==> config.mk <==
export PLATFORM = sky130hd
export DESIGN_NAME = mem_bus_responder
export DESIGN_NICKNAME = d
export VERILOG_FILES = /design/src/rtl/mem_bus_responder.sv
export SDC_FILE = /design/constraint.sdc
export NUM_CORES = 1
export LEC_CHECK = 0
export CORE_MARGIN = 2
export CORE_UTILIZATION = 33
export DETAILED_ROUTE_END_ITERATION = 6
export PLACE_DENSITY = 0.76
export SLEW_MARGIN = 20
export SYNTH_ARGS = -nofsm -noshare
export SYNTH_HDL_FRONTEND = slang
export SYNTH_SLANG_ARGS = --single-unit
==> constraint.sdc <==
create_clock -name clk -period 2 [get_ports clk]
set_clock_uncertainty 0.2 [all_clocks]
set_input_delay 0.3 -clock clk [delete_from_list [all_inputs] [get_ports clk]]
set_output_delay 0.3 -clock clk [all_outputs]
set_load 0.1 [all_outputs]
==> src/rtl/mem_bus_responder.sv <==
// mem_bus_responder: slave end of the main CPU/memory bus.
// Accepts a multiplexed address phase ({page, base} on bus_din with AddrValid),
// answers only to its own PAGE, then runs a fixed 4-beat burst against the
// memory array, wrapping the word address modulo 2^ADDRWIDTH.
//
// Ports:
//   clk        system clock, rising edge
//   resetH     synchronous active-high reset
//   AddrValid  one-cycle address-phase marker from the master
//   rw         1 = read, 0 = write (sampled with AddrValid)
//   bus_din    address phase {page, base}; write data beats afterwards
//   bus_dout   read data beat (valid while bus_oe)
//   bus_oe     responder drives bus_dout this cycle
//   busy       burst in progress
//   mem_addr   memory word address
//   mem_wdata  memory write data
//   mem_wr_en  memory write strobe (written at rising edge)
//   mem_rd_en  memory read strobe
//   mem_rdata  memory read data, combinational from mem_addr
module mem_bus_responder #(
    parameter int unsigned BUSWIDTH        = 16,
    parameter int unsigned DATAPAYLOADSIZE = 4,
    parameter int unsigned ADDRWIDTH       = 12,
    parameter int unsigned PAGEWIDTH       = 4,
    parameter logic [PAGEWIDTH-1:0] PAGE   = 4'h2
) (
    input  logic                 clk,
    input  logic                 resetH,
    input  logic                 AddrValid,
    input  logic                 rw,
    input  logic [BUSWIDTH-1:0]  bus_din,
    output logic [BUSWIDTH-1:0]  bus_dout,
    output logic                 bus_oe,
    output logic                 busy,
    output logic [ADDRWIDTH-1:0] mem_addr,
    output logic [BUSWIDTH-1:0]  mem_wdata,
    output logic                 mem_wr_en,
    output logic                 mem_rd_en,
    input  logic [BUSWIDTH-1:0]  mem_rdata
);

    localparam int unsigned CNTW = (DATAPAYLOADSIZE > 1) ? $clog2(DATAPAYLOADSIZE) : 1;
    localparam logic [CNTW-1:0] LAST_BEAT = CNTW'(DATAPAYLOADSIZE - 1);

    typedef enum logic [1:0] {
        IDLE = 2'd0,
        RD   = 2'd1,
        WR   = 2'd2
    } state_t;

    state_t               state, state_nxt;
    logic [CNTW-1:0]      cnt, cnt_nxt;
    logic [ADDRWIDTH-1:0] base, base_nxt;
    logic                 rw_q, rw_nxt;
    logic [ADDRWIDTH-1:0] beat_addr;
    logic                 page_hit;

    // State register and burst context.
    always_ff @(posedge clk) begin
        if (resetH) begin
            state <= IDLE;
            cnt   <= '0;
            base  <= '0;
            rw_q  <= 1'b0;
        end else begin
            state <= state_nxt;
            cnt   <= cnt_nxt;
            base  <= base_nxt;
            rw_q  <= rw_nxt;
        end
    end

    // Natural ADDRWIDTH overflow gives the required wrap (FFE, FFF, 000, 001).
    assign beat_addr = base + ADDRWIDTH'(cnt);
    assign page_hit  = (bus_din[BUSWIDTH-1 -: PAGEWIDTH] == PAGE);

    // Next-state and burst outputs.
    always_comb begin
        state_nxt = state;
        cnt_nxt   = cnt;
        base_nxt  = base;
        rw_nxt    = rw_q;
        bus_dout  = '0;
        bus_oe    = 1'b0;
        busy      = 1'b0;
        mem_addr  = '0;
        mem_wdata = '0;
        mem_wr_en = 1'b0;
        mem_rd_en = 1'b0;

        case (state)
            IDLE: begin
                if (AddrValid && page_hit) begin
                    base_nxt  = bus_din[ADDRWIDTH-1:0];
                    cnt_nxt   = '0;
                    rw_nxt    = rw;
                    state_nxt = rw ? RD : WR;
                end
            end
            RD: begin
                busy      = 1'b1;
                bus_oe    = 1'b1;
                mem_rd_en = 1'b1;
                mem_addr  = beat_addr;
                bus_dout  = mem_rdata;
            end
            WR: begin
                busy      = 1'b1;
                mem_wr_en = 1'b1;
                mem_addr  = beat_addr;
                mem_wdata = bus_din;
            end
            default: state_nxt = IDLE;
        endcase

        // Beat counting shared by both burst directions; AddrValid is ignored here.
        if (state == RD || state == WR) begin
            if (cnt == LAST_BEAT) begin
                cnt_nxt   = '0;
                state_nxt = IDLE;
            end else begin
                cnt_nxt = cnt + CNTW'(1);
            end
        end

        // Quiet bus and no memory write in the cycle reset is sampled.
        if (resetH) begin
            bus_dout  = '0;
            bus_oe    = 1'b0;
            busy      = 1'b0;
            mem_addr  = '0;
            mem_wdata = '0;
            mem_wr_en = 1'b0;
            mem_rd_en = 1'b0;
        end
    end

endmodule

**Yosys cells after proc, flatten, opt, wreduce, memory -nomap -nowiden**

Index checks and enable logic that the tools add are counted.
W data, S select, Z words.

- Input bits: 36
- Bits in registers: 16

- Eq/ne operators: 4
- Muxes and demuxes: 21
- $add $sub $neg: 2
- Reductions and logical operators: 8

Operators with widths:

| kind | number |
|---|---|
| $mux W16 | 4 |
| $mux W12 | 2 |
| $mux W2 | 8 |
| $add A12 B2 Y12 | 1 |
| $mux W1 | 6 |
| $eq A2 B2 Y1 const B | 2 |
| $eq A4 B2 Y1 const B | 1 |
| $pmux W2 S2 | 1 |
| $reduce_and A2 Y1 | 2 |
| $reduce_bool A2 Y1 | 2 |
| $add A2 B1 Y2 const B | 1 |
| $eq A2 B1 Y1 const B | 1 |
| $logic_not A2 Y1 | 1 |
| $reduce_or A2 Y1 | 1 |
| $logic_and A1 B1 Y1 | 1 |
| $logic_or A1 B1 Y1 | 1 |

**Logic depth before layout (Yosys ltp)**

Gate-level depths: netlist (run 1).

- Word-level depth: 6
- Depth in mapped cells: 7
- Gate-level depth less buffers: 6

**Least setup slack after synthesis (run 1)**

OpenSTA, ideal clock, no wires.

- Path type: reg-to-output
- Start point: reg state[1]
- End point: out mem_addr[11]
- Arrival time: 3.369 ns
- Path buffers: 1
- Slack: -1.869 ns
- Stages on the path, launching flop included: 8
- Path through: dfxtp_1 inv_1 ha_1 nand2b_1 clkbuf_1 inv_1 nand2b_1 mux2i_1

- Longest elaborated chain between the ends: 4
- Elaborated cells on any way between the ends: 5

Ends and longest elaborated chain:

| item | line | RTL |
|---|---|---|
| from (decl) | 51 | `state_t state, state_nxt;` |
| from (signal assigned) | 66 | `state <= state_nxt;` |
| $eq A2 B1 Y1 or $eq A2 B2 Y1 (tied branches) | 91 | `case (state)` |
| $reduce_or A2 Y1 (no source line) * | -- |  |
| $mux W12 * | 91 |  |
| $mux W12 * | 127 | `if (resetH) begin` |
| to (decl) | 35 | `output logic [ADDRWIDTH-1:0] mem_addr,` |

Mark *: on every way between the ends. The rest lies on a longest branch, timed or not.

**Worst setup path in the final report (run 1)**

- Start point: reg cnt[0]
- End point: out mem_addr[8]

- Longest elaborated chain between the ends: 3

Ends and longest elaborated chain:

| item | line | RTL |
|---|---|---|
| from (decl) | 52 | `logic [CNTW-1:0] cnt, cnt_nxt;` |
| from (signal assigned) | 67 | `cnt <= cnt_nxt;` |
| $add A12 B2 Y12 | 74 | `assign beat_addr = base + ADDRWIDTH'(cnt);` |
| $mux W12 | 91 |  |
| $mux W12 | 127 |  |

Every way passes these cells.

==> impl_metrics.yaml, run 1 <==
clock_tree:
  hold_buffers: 0
  clock-root-buffer: "clkbuf_8"
  htreeDepth: 1
  cts_tree: "built"
  path_clk_slew_ps: 80
  numClockSinks: 16
  clockBufferDepth: 2
  clk_latency_ps: 280
  cts_made_buffers: 3
cells_and_area:
  diodes: 0
  nFillCells: 152
  final_area_sq_um: 3560
  syn2layout_area_growth_pct: 163
  nets: 334
  final_layout_size_suffix_gt1_share_pct: 61.2
critical_path:
  cp_max_fo: 5
  reg2regPathDepth: 6
  reg2reg_from: "state[0]"
  start_kind: "register"
  crit_path_start: "cnt[0]"
  path_class: "register to output port"
  arrival_ps: 2030
  required_ps: 1500
  cp-end-kind: "output port"
synthesis:
  synthCells: 165
  synth.avg_cell_area_sq_um: 8.20
  synth_most_common_cell: "and2_1"
  ys_ff_latch: 16
  synth.distinct_cells: 38
  syn-num-nets: 209
  synth_flop_cell: "dfxtp_1"
  yosys-top-cells-count: "and2_1 (34), nand2b_1 (19), dfxtp_1 (16)"
  synth_top_area_share_pct: 23.7
  synth_area_leaders: "dfxtp_1 (24%), and2_1 (16%), nand2b_1 (8.8%)"
  syn-cell-area_sq_um: 1350
  synth-edff-count: 0
  ys_warn_count: 0
  async_flop_share_pct: 0
  synth_top_cell_by_area: "dfxtp_1"
  ys_seq_area_share_pct: 23.7
detailed_routing:
  wl_microns: 7060
  ant_nets: 0
  drt_iter0_markers: 112
  vias: 1799
  drtPass1Iterations: 4
  drc: 0
  wl_per_cell_microns: 20.8
  routed_via_density: 5.31
timing:
  worst_pin_slew_ps: 428
  fmax_ghz: 0.395
  period_minus_slack_ps: 2530
  fin_ws_ps: -531
  finalHoldViolations: 0
  slew_violations: 0
  setup_viol: 48
  rsz0062_at_grt: "true"
  final.period_utilization_pct: 127
  max_slew_margin_pct: 71.0
die:
  dieWidth_microns: 68.0
  row_count: 23
  coreArea_sq_um: 3970
  die_area_sq_um: 4630
  io_pins: 84
  start_util_pct: 34.1
  dieHeight_microns: 68.0
hold_path:
  hold_depth: 2
  min_path_type: "register to register"
  hp-start: "base[1]"
pwr:
  p_sw_w: 0.000240
  switching_share_pct: 28.2
  irDropWorstVdd_mv: 0.199
  power.density_nw_per_um2: 239
  power_frac_comb_pct: 23.7
  power.internal_w: 0.000609
  power_w: 0.000849
  power_frac_clock_pct: 37.9
  sequentialPowerShare_pct: 38.4
  total_leakage_power_nw: 1.37
grt:
  track_usage_pct: 30.5
  grt_pass1_wl_microns: 10100
  grt_start_max_net_pins: 26
  antenna_found_initial: 0
  overflow: 0
  grt_pass1_vias: 1804
flow_run:
  drv_cap: 0
placement:
  gp_congestion: 0.802
  dp_slack_ps: -431
  io_buffers: 83
  hpwl_microns: 3800
  placed_area_sq_um: 3020
status:
  outcome: "finished, violations left"
  violations: "negative setup slack"
-- repair_timing --
item                       4_1_cts  5_1_grt
setup endpoints to repair       48       48
resized for setup               52       23
buffers inserted                14        9
pin swaps                       24       22
gates cloned                     4        0
hold endpoints to repair         0        0
-- through the flow --
stage | cells | utilization [%] | hold WS (ps) | setup TNS, ps
floorplan | 165 | - | 247 | -5500
global placement | 314 | 76.0 | 302 | -13850
detailed placement | 314 | 76.0 | 331 | -15400
CTS | 336 | 88.5 | 330 | -6370
global route | 339 | 89.6 | 378 | -9590
finish | 339 | 89.6 | 330 | -8580
-- registers in the layout (all words and copies together), names as in the netlist --
register / count
state: 2
base: 12
cnt: 2
-- layer usage --
metal	share of wire (%)	track usage [%]	vias up
met5	0	0	-
met4	3.5	9.75	0
met3	4.7	5.26	23
met2	52	52.7	74
met1	40	38.1	884
li1	-	-	818
-- cells by family after synthesis --
kind of cell | synth area share (%)
flops | 23.7
mux | 7.40
buf+inv | 6.11
compound gates | 12.5
fa+ha+maj | 7.96
simple gates | 41.1
xor+xnor | 1.30
-- worst max-delay path, stage by stage (launching register included) --
cell and delay (ps):
dfxtp_2 360, ha_4 150, fa_2 210, nand4_1 140
buf_6 180, or3_4 370, a21oi_4 150, buf_12 190
-- worst paths after layout --
kind	endpoint	slack, ps
setup reg to reg	cnt[0]	130
hold reg to reg	base[1]	330
setup / recovery	mem_addr[8]	-530
hold / removal	base[1]	330
-- power by group through the flow --
stage | Clock, W | Combinational [W] | Sequential [W]
global route | 0.000327 | 0.000210 | 0.000326
detailed placement | 0 | 0.000178 | 0.000334
floorplan | 0 | 0.0000713 | 0.000334
finish | 0.000321 | 0.000201 | 0.000326
global placement | 0 | 0.000174 | 0.000334
CTS | 0.000302 | 0.000193 | 0.000325
-- layout by cell type (no fill, tap or decap), types with 2 or more instances in the layout --
cell type	instances
o31ai_1	4
clkdlybuf4s50_1	34
inv_1	4
nor2b_1	3
ha_4	5
dfxtp_1	9
o21ai_0	2
a21oi_4	6
dfxtp_4	2
or3_4	2
buf_6	14
nor2_2	2
buf_16	2
or4_4	3
nand2_1	2
a21oi_1	2
nand2b_1	18
nor2_1	2
buf_4	27
and3_1	2
mux2i_1	9
and2_4	34
o31ai_2	2
nor2b_4	2
a211oi_1	2
buf_12	50
clkbuf_8	4
dfxtp_2	5
ha_1	2
nand4_1	5
-- layout make-up --
type / instances / area (sq um) / share of cell area, %
Clock buffer: 4 / 55.1 / 1.55
Inverter: 7 / 37.5 / 1.05
Multi-Input combinational cell: 133 / 1290 / 36.2
Sequential cell: 16 / 334 / 9.38
Tap cell: 50 / 62.6 / 1.76
Timing Repair Buffer: 129 / 1780 / 50.0
(Power assumes the default switching activity.)
==> run 2: changes to the inputs <==
Settings changed: CTS_CLUSTER_DIAMETER set to 100, PLACE_DENSITY 0.76 to 0.83.
==> impl_metrics.yaml, run 2 (synthesis gave the netlist of run 1 again) <==
timing:
  timing.hold.ws_ps: 378
  max_slew_margin_pct: 64.0
  slew_violations: 0
  fmax_ghz: 0.395
  worst_pin_slew_ps: 532
  setup_viol: 49
  finalHoldViolations: 0
  fin_ws_ps: -531
  rsz0062_at_grt: "true"
  final.period_utilization_pct: 127
  period_minus_slack_ps: 2530
die:
  start_util_pct: 34.1
  io_pins: 84
  row_count: 23
  die_area_sq_um: 4630
  dieHeight_microns: 68.0
  dieWidth_microns: 68.0
  coreArea_sq_um: 3970
pwr:
  power_w: 0.000833
  total_leakage_power_nw: 1.38
  irDropWorstVdd_mv: 0.202
  power.density_nw_per_um2: 234
critical_path:
  cp_slowest_cell: "o31ai_1"
  critical_path.max_stage_delay_ps: 440
  start_kind: "register"
  required_ps: 1500
  arrival_ps: 2030
  path_class: "register to output port"
  cp-end-kind: "output port"
  crit_chain: "ha_4 > fa_2 > nand4_1 > buf_4 > o31ai_1 > a21oi_4 > buf_12"
  cp_max_fo: 5
cells_and_area:
  diodes: 0
  final_common_cell: "buf_12"
  nFillCells: 149
  instances_no_fill: 342
  most-common-layout-cells: "buf_12 (49), and2_4 (34), clkdlybuf4s50_1 (34), buf_4 (32), nand2b_1 (18)"
  reg.largest.list: "base x12, cnt x2, state x2"
  largest_reg_flops: 12
  final_area_sq_um: 3550
  final_layout_size_suffix_gt1_share_pct: 62.3
  top_register: "base"
  syn2layout_area_growth_pct: 163
  multi_input_area_sq_um: 1270
  nets: 337
  regArea_sq_um: 344
grt:
  grt_start_max_net_pins: 25
  antenna_found_initial: 0
  track_usage_pct: 30.3
  overflow: 0
  grt_pass1_vias: 1973
  grt_pass1_wl_microns: 10100
detailed_routing:
  drtPass1Iterations: 7
  wl_microns: 7190
  vias: 1821
  wl_per_cell_microns: 21.0
  ant_nets: 0
  routed_via_density: 5.32
  drt_iter0_markers: 153
  drc: 0
clock_tree:
  hold_buffers: 0
  clock-root-buffer: "clkbuf_8"
  clockBufferDepth: 2
  cts_tree: "built"
  htreeDepth: 1
  cts_made_buffers: 3
  path_clk_slew_ps: 70
  numClockSinks: 16
  clk_latency_ps: 250
status:
  outcome: "finished, violations left"
  violations: "negative setup slack"
hold_path:
  min_path_type: "register to register"
flow_run:
  drv_cap: 0
placement:
  io_buffers: 83
  gp_congestion: 0.798
  dp_slack_ps: -376
  placed_area_sq_um: 3070
  dpl.cell_count: 317
  hpwl_microns: 4210
run 2: per-layer routing:
layer,track usage [%],wire [microns],vias up
li1,-,-,827
met1,31.1,2470,845
met2,56.2,3840,106
met3,6.58,403,43
met4,17.0,475,0
met5,0,0,-
run 2: final timing paths:
path              slack (ps)  cells past startpoint      from            to
setup / recovery        -530                      7   base[0]  mem_addr[10]
hold / removal           380                      2   base[1]       base[1]
setup reg to reg         -70                      6  state[1]        cnt[0]
hold reg to reg          380                      2   base[1]       base[1]
run 2: what timing repair did:
action	4_1_cts	5_1_grt
pin swaps	28	16
setup buffers	14	6
setup endpoints to repair	48	48
resized for setup	57	20
cloned	2	1
run 2: final cells by class:
type | instances | share of cell area (%)
tap | 50 | 1.76
sequential | 16 | 9.69
inverter | 7 | 1.06
timing repair buffer | 132 | 50.2
multi-input combinational | 133 | 35.8
clock buffer | 4 | 1.55
run 2: where the power goes:
group	total, W	internal [W]	switching [W]	leakage, nW
sequential	0.000324	0.000318	0.00000559	0.136
clock	0.000299	0.000175	0.000124	0.0288
combinational	0.000210	0.000116	0.0000945	1.22
total	0.000833	0.000609	0.000224	1.38
run 2: through the flow:
stage,utilization (%),TNS (ps)
after global routing,89.4,-8230
final,89.4,-7070
after global placement,77.2,-2780
after detailed placement,77.2,-3970
after CTS,87.3,-4870
after floorplan,-,-5500
run 2: worst max-delay path: cells and delay by family, from the launching register on:
kind	cells	cell delay, ps
adders and majority gates	2	350
DFF	1	370
buffers and inverters	2	380
and+or+nand+nor	1	120
AOI/OAI and AO/OA	2	560
==> run 3: changes to the inputs <==
Settings changed: SETUP_SLACK_MARGIN set to 0.2.
==> impl_metrics.yaml, run 3 (synthesis gave the netlist of run 1 again) <==
critical_path:
  cp_max_fo: 6
  arrival_ps: 2130
  reg2regPathDepth: 6
  start_kind: "register"
  cp-end-kind: "output port"
  required_ps: 1500
  path_class: "register to output port"
hold_path:
  min_path_type: "register to register"
  hold_depth: 2
die:
  start_util_pct: 34.1
  dieWidth_microns: 68.0
  io_pins: 84
  coreArea_sq_um: 3970
  dieHeight_microns: 68.0
  row_count: 23
  die_area_sq_um: 4630
timing:
  setup_viol: 48
  period_minus_slack_ps: 2630
  final.period_utilization_pct: 132
  rsz0062_at_grt: "true"
  fin_ws_ps: -635
  fmax_ghz: 0.380
  worst_pin_slew_ps: 416
  finalHoldViolations: 0
  slew_violations: 0
  timing.hold.ws_ps: 379
  max_slew_margin_pct: 71.9
clock_tree:
  clk_latency_ps: 260
  numClockSinks: 16
  hold_buffers: 0
  htreeDepth: 1
  cts_made_buffers: 3
  cts_tree: "built"
  clock-root-buffer: "clkbuf_8"
  path_clk_slew_ps: 80
  clockBufferDepth: 2
grt:
  grt_pass1_wl_microns: 10600
  track_usage_pct: 31.2
  overflow: 0
  grt_start_max_net_pins: 27
  grt_pass1_vias: 1966
  antenna_found_initial: 0
status:
  outcome: "finished, violations left"
  violations: "negative setup slack"
cells_and_area:
  nFillCells: 116
  final_layout_size_suffix_gt1_share_pct: 65.2
  diodes: 0
  post-route-util_pct: 93.9
  reg.largest.list: "base x12, cnt x2, state x2"
  largest_reg_flops: 12
  final_common_cell: "buf_12"
  syn2layout_area_growth_pct: 176
  nets: 342
  final_area_sq_um: 3730
  most-common-layout-cells: "buf_12 (52), and2_4 (34), clkdlybuf4s50_1 (32), buf_4 (31), nand2b_1 (18)"
  top_register: "base"
pwr:
  power.density_nw_per_um2: 218
  total_leakage_power_nw: 1.43
  power_w: 0.000815
  irDropWorstVdd_mv: 0.239
detailed_routing:
  drc: 0
  vias: 1961
  routed_via_density: 5.67
  drt_iter0_markers: 181
  wl_microns: 8470
  drtPass1Iterations: 4
  ant_nets: 0
  wl_per_cell_microns: 24.5
placement:
  io_buffers: 83
  hpwl_microns: 3720
  gp_congestion: 0.909
  placed_area_sq_um: 3040
flow_run:
  drv_cap: 0
run 3: area by class of cell:
type                       count  area, sq um  area share (%)
multi-input combinational    133         1320            35.5
timing repair buffer         137         1920            51.6
tap                           50         62.6            1.68
inverter                       7         37.5            1.01
clock buffer                   3         41.3            1.11
sequential                    16          343            9.19
run 3: report_power, final:
part | internal [W] | switching [W] | total, W
logic | 0.000121 | 0.000103 | 0.000224
clock network | 0.000134 | 0.000130 | 0.000265
registers | 0.000320 | 0.00000623 | 0.000326
total | 0.000575 | 0.000240 | 0.000815
run 3: worst paths after layout:
kind                        to     start  slack (ps)
setup reg to reg        cnt[0]  state[0]         190
hold / removal         base[4]   base[4]         380
setup / recovery  mem_addr[10]   base[0]        -630
hold reg to reg        base[4]   base[4]         380
run 3: stage by stage:
stage          setup slack [ps]  instances  setup TNS, ps
6_report                   -635        346          -8790
5_1_grt                    -701        346          -9670
4_1_cts                    -494        339          -5920
3_5_place_dp               -282        314          -6160
3_3_place_gp               -247        314          -5220
2_1_floorplan              -573        165          -5500
run 3: metal layers:
| layer | vias to the layer above | wire, microns | track usage [%] |
|---|---|---|---|
| li1 | 837 | - | - |
| met1 | 973 | 3410 | 38.4 |
| met2 | 117 | 4240 | 56.2 |
| met3 | 34 | 497 | 3.78 |
| met4 | 0 | 320 | 9.25 |
| met5 | - | 0 | 0 |
run 3: timing repair:
item,4_1_cts,5_1_grt
pin swaps,29,12
resized for setup,53,32
gates cloned,5,0
buffers inserted,17,7
endpoints found under the setup margin,49,55
run 3: worst max-delay path: stages, from the launching register on:
cell and delay, ps:
dfxtp_2 370, ha_4 150, fa_2 220, nand4_1 240, or4_4 510, a21oi_4 190
buf_12 190
